File: config.mk
export PLATFORM = sky130hd
export DESIGN_NAME = conv_seq
export DESIGN_NICKNAME = d
export VERILOG_FILES = /design/src/rtl/conv_seq.sv
export SDC_FILE = /design/constraint.sdc
export NUM_CORES = 2
export LEC_CHECK = 0
export ABC_CLOCK_PERIOD_IN_PS = 10500
export BUFFER_PORTS_ARGS = -buffer_cell sky130_fd_sc_hd__buf_2
export CORE_MARGIN = 5
export CORE_UTILIZATION = 55
export CTS_BUF_LIST = sky130_fd_sc_hd__clkbuf_4
export DETAILED_ROUTE_END_ITERATION = 10
export PLACE_DENSITY = 0.77
export SYNTH_ARGS = -nofsm -noshare
export SYNTH_HDL_FRONTEND = slang
export SYNTH_SLANG_ARGS = --single-unit
File: constraint.sdc
create_clock -name clk -period 10.5 [get_ports clk]
set_clock_uncertainty 0.05 [all_clocks]
set_input_delay 1.05 -clock clk [delete_from_list [all_inputs] [get_ports clk]]
set_output_delay 1.05 -clock clk [all_outputs]
set_load 0.01 [all_outputs]
File: src/rtl/conv_seq.sv
// Convolution MAC sequencer: walks every output pixel of a stride-1 convolution and
// drives feature/weight/bias read addresses plus MAC strobes. Optional CONV_SEQ_PERF_EN adds a busy-cycle counter.
module conv_seq #(
    parameter int DATA_SIZE = 16,
    parameter int MEM_SIZE  = 16,
    parameter int DIM_W     = 8
) (
    input  logic                clk,
    input  logic                rst,
    input  logic                start,
    input  logic                hold,
    input  logic [DIM_W-1:0]    cfg_in_w,
    input  logic [DIM_W-1:0]    cfg_in_h,
    input  logic [DIM_W-1:0]    cfg_in_c,
    input  logic [DIM_W-1:0]    cfg_out_c,
    input  logic [3:0]          cfg_k,
    input  logic [MEM_SIZE-1:0] cfg_in_base,
    input  logic [MEM_SIZE-1:0] cfg_w_base,
    input  logic [MEM_SIZE-1:0] cfg_b_base,
    input  logic [MEM_SIZE-1:0] cfg_out_base,
    output logic [MEM_SIZE-1:0] in_ra,
    output logic [MEM_SIZE-1:0] w_ra,
    output logic [MEM_SIZE-1:0] b_ra,
    output logic                mac_en,
    output logic                mac_set_b,
    output logic [MEM_SIZE-1:0] mac_wa,
    output logic                busy,
    output logic                done,
    output logic                err,
    output logic [31:0]         perf_cycles
);

    if (DATA_SIZE < 1) begin : g_param_check
        $error("conv_seq: DATA_SIZE must be positive");
    end

    typedef enum logic [2:0] {IDLE, CHECK, RUN, DRAIN, DONE} state_t;

    state_t              state_reg, state_next;

    logic [DIM_W-1:0]    in_w_reg, in_h_reg, in_c_reg, out_c_reg;
    logic [3:0]          k_reg;
    logic [MEM_SIZE-1:0] in_base_reg, w_base_reg, b_base_reg, out_base_reg;

    logic [DIM_W-1:0]    oc_reg, oy_reg, ox_reg, ic_reg;
    logic [3:0]          ky_reg, kx_reg;
    logic                bias_reg;
    logic [1:0]          drain_reg;
    logic                err_reg;
    logic                mac_en_reg, mac_set_b_reg;
    logic [MEM_SIZE-1:0] mac_wa_reg;

    logic                illegal, issue, run_st;
    logic                last_kx, last_ky, last_ic, last_ox, last_oy, last_oc, last_slot;
    logic [DIM_W-1:0]    k_dim, ow_dim, oh_dim;
    logic [MEM_SIZE-1:0] m_ic, m_oc, m_oy, m_ox, m_ky, m_kx, m_k;
    logic [MEM_SIZE-1:0] m_in_w, m_in_h, m_in_c, m_ow, m_oh;
    logic [MEM_SIZE-1:0] in_addr, w_addr, b_addr, wa_addr;

    assign k_dim   = DIM_W'(k_reg);
    assign ow_dim  = in_w_reg - k_dim + DIM_W'(1);
    assign oh_dim  = in_h_reg - k_dim + DIM_W'(1);

    assign illegal = (k_reg == 4'd0) || (k_dim > in_w_reg) || (k_dim > in_h_reg) ||
                     (in_c_reg == '0) || (out_c_reg == '0);

    assign run_st  = (state_reg == RUN);
    assign issue   = run_st && !hold;

    assign last_kx   = (kx_reg == k_reg - 4'd1);
    assign last_ky   = (ky_reg == k_reg - 4'd1);
    assign last_ic   = (ic_reg == in_c_reg - DIM_W'(1));
    assign last_ox   = (ox_reg == in_w_reg - k_dim);
    assign last_oy   = (oy_reg == in_h_reg - k_dim);
    assign last_oc   = (oc_reg == out_c_reg - DIM_W'(1));
    assign last_slot = bias_reg && last_ox && last_oy && last_oc;

    // All address arithmetic is done at MEM_SIZE width; low product bits give the required modulo result.
    assign m_ic   = MEM_SIZE'(ic_reg);
    assign m_oc   = MEM_SIZE'(oc_reg);
    assign m_oy   = MEM_SIZE'(oy_reg);
    assign m_ox   = MEM_SIZE'(ox_reg);
    assign m_ky   = MEM_SIZE'(ky_reg);
    assign m_kx   = MEM_SIZE'(kx_reg);
    assign m_k    = MEM_SIZE'(k_reg);
    assign m_in_w = MEM_SIZE'(in_w_reg);
    assign m_in_h = MEM_SIZE'(in_h_reg);
    assign m_in_c = MEM_SIZE'(in_c_reg);
    assign m_ow   = MEM_SIZE'(ow_dim);
    assign m_oh   = MEM_SIZE'(oh_dim);

    assign in_addr = in_base_reg + (m_ic * m_in_h + m_oy + m_ky) * m_in_w + m_ox + m_kx;
    assign w_addr  = w_base_reg + ((m_oc * m_in_c + m_ic) * m_k + m_ky) * m_k + m_kx;
    assign b_addr  = b_base_reg + m_oc;
    assign wa_addr = out_base_reg + (m_oc * m_oh + m_oy) * m_ow + m_ox;

    always_comb begin
        state_next = state_reg;
        case (state_reg)
            IDLE:    if (start) state_next = CHECK;
            CHECK:   state_next = illegal ? DONE : RUN;
            RUN:     if (issue && last_slot) state_next = DRAIN;
            DRAIN:   if (drain_reg == 2'd3) state_next = DONE;
            DONE:    state_next = IDLE;
            default: state_next = IDLE;
        endcase
    end

    always_ff @(posedge clk or posedge rst) begin
        if (rst) begin
            state_reg <= IDLE;
        end else begin
            state_reg <= state_next;
        end
    end

    always_ff @(posedge clk or posedge rst) begin
        if (rst) begin
            in_w_reg      <= '0;
            in_h_reg      <= '0;
            in_c_reg      <= '0;
            out_c_reg     <= '0;
            k_reg         <= '0;
            in_base_reg   <= '0;
            w_base_reg    <= '0;
            b_base_reg    <= '0;
            out_base_reg  <= '0;
            oc_reg        <= '0;
            oy_reg        <= '0;
            ox_reg        <= '0;
            ic_reg        <= '0;
            ky_reg        <= '0;
            kx_reg        <= '0;
            bias_reg      <= 1'b0;
            drain_reg     <= '0;
            err_reg       <= 1'b0;
            mac_en_reg    <= 1'b0;
            mac_set_b_reg <= 1'b0;
            mac_wa_reg    <= '0;
        end else begin
            mac_en_reg    <= issue;
            mac_set_b_reg <= issue && bias_reg;
            if (issue) begin
                mac_wa_reg <= wa_addr;
            end

            case (state_reg)
                IDLE: begin
                    // The descriptor is captured at launch so the control FSM may change it mid-run.
                    if (start) begin
                        in_w_reg     <= cfg_in_w;
                        in_h_reg     <= cfg_in_h;
                        in_c_reg     <= cfg_in_c;
                        out_c_reg    <= cfg_out_c;
                        k_reg        <= cfg_k;
                        in_base_reg  <= cfg_in_base;
                        w_base_reg   <= cfg_w_base;
                        b_base_reg   <= cfg_b_base;
                        out_base_reg <= cfg_out_base;
                        err_reg      <= 1'b0;
                    end
                end
                CHECK: begin
                    oc_reg    <= '0;
                    oy_reg    <= '0;
                    ox_reg    <= '0;
                    ic_reg    <= '0;
                    ky_reg    <= '0;
                    kx_reg    <= '0;
                    bias_reg  <= 1'b0;
                    drain_reg <= '0;
                    err_reg   <= illegal;
                end
                RUN: begin
                    if (issue) begin
                        if (bias_reg) begin
                            bias_reg <= 1'b0;
                            if (last_ox) begin
                                ox_reg <= '0;
                                if (last_oy) begin
                                    oy_reg <= '0;
                                    oc_reg <= oc_reg + DIM_W'(1);
                                end else begin
                                    oy_reg <= oy_reg + DIM_W'(1);
                                end
                            end else begin
                                ox_reg <= ox_reg + DIM_W'(1);
                            end
                        end else if (last_kx) begin
                            kx_reg <= '0;
                            if (last_ky) begin
                                ky_reg <= '0;
                                if (last_ic) begin
                                    ic_reg   <= '0;
                                    bias_reg <= 1'b1;
                                end else begin
                                    ic_reg <= ic_reg + DIM_W'(1);
                                end
                            end else begin
                                ky_reg <= ky_reg + 4'd1;
                            end
                        end else begin
                            kx_reg <= kx_reg + 4'd1;
                        end
                    end
                end
                DRAIN: begin
                    drain_reg <= drain_reg + 2'd1;
                end
                default: begin
                end
            endcase
        end
    end

    assign in_ra     = run_st ? in_addr : '0;
    assign w_ra      = run_st ? w_addr  : '0;
    assign b_ra      = run_st ? b_addr  : '0;
    assign mac_en    = mac_en_reg;
    assign mac_set_b = mac_set_b_reg;
    assign mac_wa    = mac_wa_reg;
    assign busy      = (state_reg != IDLE);
    assign done      = (state_reg == DONE);
    assign err       = err_reg;

`ifdef CONV_SEQ_PERF_EN
    logic [31:0] perf_reg;

    always_ff @(posedge clk or posedge rst) begin
        if (rst) begin
            perf_reg <= '0;
        end else if (state_reg == IDLE) begin
            if (start) perf_reg <= '0;
        end else begin
            perf_reg <= perf_reg + 32'd1;
        end
    end

    assign perf_cycles = perf_reg;
`else
    assign perf_cycles = '0;
`endif

endmodule

-- Word-level counts from Yosys, hierarchy flattened
Index checks and enable logic that the tools add are counted.
- register bits: 165
- output and inout port bits: 101
- logic and storage cells: 154
- add/sub/neg operators: 27
- multiply operators: 7
- $lt $le $gt $ge: 2
- equality and inequality tests: 21
- mux-type cells: 46
- reductions and logical operators: 29
- operators by type and width (operator ; number):
    2-to-1 mux 8 bit ; 16
    adder 16 x 8 -> 16 bit ; 6
    adder 16 x 4 -> 16 bit ; 4
    case mux 8 bit (2 select lines) ; 4
    adder 16 bit ; 3
    adder 8 x 1 -> 8 bit (second input constant) ; 6
    multiplier 8 x 8 -> 16 bit ; 3
    2-to-1 mux 16 bit ; 3
    == test 8 bit ; 4
    multiplier 16 x 4 -> 16 bit ; 2
    multiplier 16 x 8 -> 16 bit ; 2
    2-to-1 mux 4 bit ; 7
    greater-than comparator 4 x 8 -> 1 bit ; 2
    logical NOT 8 bit ; 2
    case mux 4 bit (2 select lines) ; 2
    subtractor 8 x 1 -> 8 bit (second input constant) ; 2
    subtractor 8 x 4 -> 8 bit ; 2
    2-to-1 mux 3 bit ; 4
    case mux 3 bit (4 select lines) ; 1
    inequality test 2 x 1 -> 1 bit (second input constant) ; 5
    inequality test 2 bit (second input constant) ; 5
    AND reduction 5 bit ; 2
    AND reduction 3 bit ; 3
    adder 4 x 1 -> 4 bit (second input constant) ; 2
    other kinds (19) ; 40

-- Logic depth before layout (Yosys ltp)
- word-level depth: 8
- gate-level depth with buffers: 45
- depth with buffers taken out: 44

-- Least setup slack after synthesis
Ideal clock, no wire load.
- path type: flip-flop to output port
- from: reg oc_reg[3]
- to: out w_ra[15]
- arrival time: 9.993 ns
- required time: 9.400 ns
- path slack: -0.593 ns
- stages on the path, launching flop included: 41
- buffers on the path: 2
- path through: dfrtp_1 clkbuf_1 clkbuf_1 nand2_1 fa_1 inv_1 ha_1 ha_1 inv_1 fa_1 inv_1 ha_1 fa_1 a21o_1 a21oi_1 nor2b_1 o21a_1 nor2_1 (+5 left out) ha_1 ha_1 nand4_1 a2111oi_0 a21oi_1 o31ai_1 nor2_1 fa_1 fa_1 inv_1 fa_1 inv_1 ha_1 a2111o_1 a41oi_1 xor3_1 or3_1 a21oi_1
- cells in the longest elaborated chain, start to end: 8
- RTL lines (item ; line ; source):
    start: declaration ; 45 ; logic [DIM_W-1:0] oc_reg, oy_reg, ox_reg, ic_reg;
    start signal: assignment ; 182 ; oc_reg <= oc_reg + DIM_W'(1);
    multiplier 8 x 8 -> 16 bit ; 93 ; assign w_addr = w_base_reg + ((m_oc * m_in_c + m_ic) * m_k + m_ky) * m_k + m_kx;
    adder 16 x 8 -> 16 bit ; 93 ;
    multiplier 16 x 4 -> 16 bit ; 93 ;
    adder 16 x 4 -> 16 bit ; 93 ;
    multiplier 16 x 4 -> 16 bit ; 93 ;
    adder 16 bit ; 93 ;
    adder 16 x 4 -> 16 bit ; 93 ;
    2-to-1 mux 16 bit ; 217 ; assign w_ra = run_st ? w_addr : '0;
    end: declaration ; 22 ; output logic [MEM_SIZE-1:0] w_ra,
Every way passes these cells.

-- Worst setup path after layout
Ends and elaborated chain as after synthesis.

==> impl_metrics.toml <==
[run_status]
status = "finished, violations left"
violations = "setup timing"

[drt]
wl_per_cell_um = 17.61
antenna_left = 0
drt-vias-per-instance = 5.416
wl_um = 69450
drc = 0
drt-pass1-iter-count = 5
routed-via-count = 21360
drt_iter0_drc = 1227

[global_route]
grt_max_degree = 99
grt_usage_pct = 26.09
grt_pass1_wl_um = 112700
antenna_found_initial = 3
grt-ovfl-total = 0
grt_pass1_vias = 22750

[worst_setup_path]
worstSetupPathType = "flop to primary output"
arrival_ns = 10.54
rrSetupSlack_ns = 0.22
crit_required_ns = 9.40
critPathSlowestCell = "fa_1"
crit_path_start_kind = "flop"
path_common_cell = "fa_1"
worstPathMaxFanout = 4
endpoint_kind = "primary output"
cp_slowest_stage_delay_ns = 0.55

[yosys]
mappedNetlistArea_um2 = 26720
synth_seq_cells = 165
synth_cell_types = 68
synth-simple-area-share_pct = 16.73
synth_top_family_by_area = "adder cells"
synth-xor-area-share_pct = 7.019
synth-main-ff-cell = "dfrtp_1"
synth.avg_cell_area_um2 = 9.003
ys_warn_count = 0
synth-compound-area-share_pct = 7.253
synthCells = 2968
synth-edff-count = 0
synth-seq-area-share_pct = 15.45
ys_async_sr_fraction_pct = 100.0
synth_adder_area_share_pct = 41.15
synth_mux_area_share_pct = 2.884

[place]
gp_congestion = 0.9153
place_ws_ns = -0.4458
hpwlAfterDp_um = 55290
io_buffers = 172

[cts]
numClockSinks = 165
htree_levels = 4
cts_tree = "done"
root_buffer = "clkbuf_4"
cts_made_buffers = 17
clockBufferDepth = 2
path_clk_slew_ns = 0.18
ctsHoldBuffers = 0
insertion_delay_ns = 0.79

[finish]
layout-drive-gt1-share_pct = 21.90
nets = 4073
final_util_pct = 65.33
syn_to_final_growth_pct = 17.23

[timing]
whs_ns = 0.4033
setup_violations = 6
finalCritPeriodShare_pct = 110.8
tightestPinTransition_ns = 1.180
min_period_ns = 11.64
finalSetupTns_ns = -3.655
rsz0062_at_grt = "yes"
finalWorstSetupSlack_ns = -1.138
relSlewSlack_pct = 21.36
slew_viol_final = 0
fmax_mhz = 85.93
final_hold_viol_count = 0

[floorplanning]
die_h_um = 230.4
die_w_um = 230.4
start_util_pct = 55.73
io_pins = 205
dieArea_um2 = 53090
core_um2 = 47950
row_count = 80

[flow_run]
cap_violations = 0

[worst_hold_path]
hold_class = "input port to flop"
## stage by stage
| stage | cell area [um2] | std cells |
|---|---|---|
| finish | 31330 | 3944 |
| global route | 31330 | 3944 |
| CTS | 30350 | 3904 |
| detailed placement | 29450 | 3852 |
| global placement | 29450 | 3852 |
| floorplan | 26990 | 2999 |
## cells by family after synthesis
family | count (synthesis)
compound gates | 313
xor+xnor | 202
fa+ha+maj | 658
buf+inv | 643
flops | 165
mux | 69
other cells | 1
simple gates | 917
## per-layer routing
layer	wire length, um	vias to the layer above	global-route usage [%]
li1	-	9939	-
met1	28470	10680	33.15
met2	35210	614	45.83
met3	3710	131	4.411
met4	2060	0	8.070
met5	0	-	0
## worst max-delay path: cells and delay by family, from the launching register on
kind | cells | cell delay [ns]
adder cells (fa/ha/maj) | 12 | 4.96
XOR/XNOR | 7 | 1.29
AND/OR/NAND/NOR | 7 | 1.22
AO/OA/AOI/OAI | 7 | 1.00
buffers and inverters | 8 | 0.82
flip-flops | 1 | 0.47
## cell usage after synthesis (64+ instances only)
library cell | n | area, um2
ha_1 | 290 | 3628
and2_1 | 229 | 1433
inv_1 | 508 | 1907
clkbuf_1 | 91 | 341.6
xnor2_1 | 136 | 1191
dfrtp_1 | 165 | 4129
mux2_2 | 64 | 720.7
o21ai_0 | 111 | 555.5
nor2_1 | 128 | 480.5
a21oi_1 | 68 | 340.3
nand2_1 | 369 | 1385
fa_1 | 368 | 7367
## area by class of cell
cell class	count	area, um2
clock inverters	15	183.9
flip-flops and latches	165	4148
well taps	615	769.5
inverters	509	1916
diodes	5	12.51
repair buffers	427	2870
clock buffers	17	127.6
multi-input cells	2191	21300
fillers	3799	16620
## layout by cell type (no fill, tap or decap), types with 9 or more instances in the layout
master / n
a21o_1: 23
a21oi_1: 44
a21oi_2: 21
and2_1: 223
and3_1: 26
buf_2: 172
buf_4: 233
buf_6: 20
clkbuf_4: 17
conb_1: 32
dfrtp_1: 150
dfrtp_2: 15
fa_1: 360
ha_1: 249
ha_4: 38
inv_1: 486
inv_2: 21
mux2_2: 64
nand2_1: 359
nand2b_1: 29
nand3_1: 26
nand4_1: 15
nor2_1: 117
nor2b_1: 18
nor3_1: 30
o21a_1: 20
o21ai_0: 102
o21bai_1: 14
o31ai_1: 9
xnor2_1: 120
xnor2_2: 18
xor2_1: 54
## final timing paths
| path | startpoint | end | cells past startpoint |
|---|---|---|---|
| worst max register to register | in_h_reg[0] | mac_wa[15] | 42 |
| worst min-delay path | cfg_in_base[2] | in_base_reg[2] | 3 |
| worst max-delay path | oc_reg[3] | w_ra[15] | 41 |
| worst min register to register | mac_wa[8] | mac_wa[8] | 2 |
| min in group asynchronous | rst | b_base_reg[15] | 2 |
| max in group asynchronous | rst | in_c_reg[4] | 3 |
## what timing repair did
item | CTS | global route
pin swaps | 69 | 127
hold endpoints to repair | 0 | 0
setup endpoints to repair | 10 | 14
gates cloned | 0 | 0
resized for setup | 92 | 141
buffers inserted | 20 | 37
Power is not shown: default switching activity piles up to over one toggle a cycle in this logic, so the estimate is an artifact.
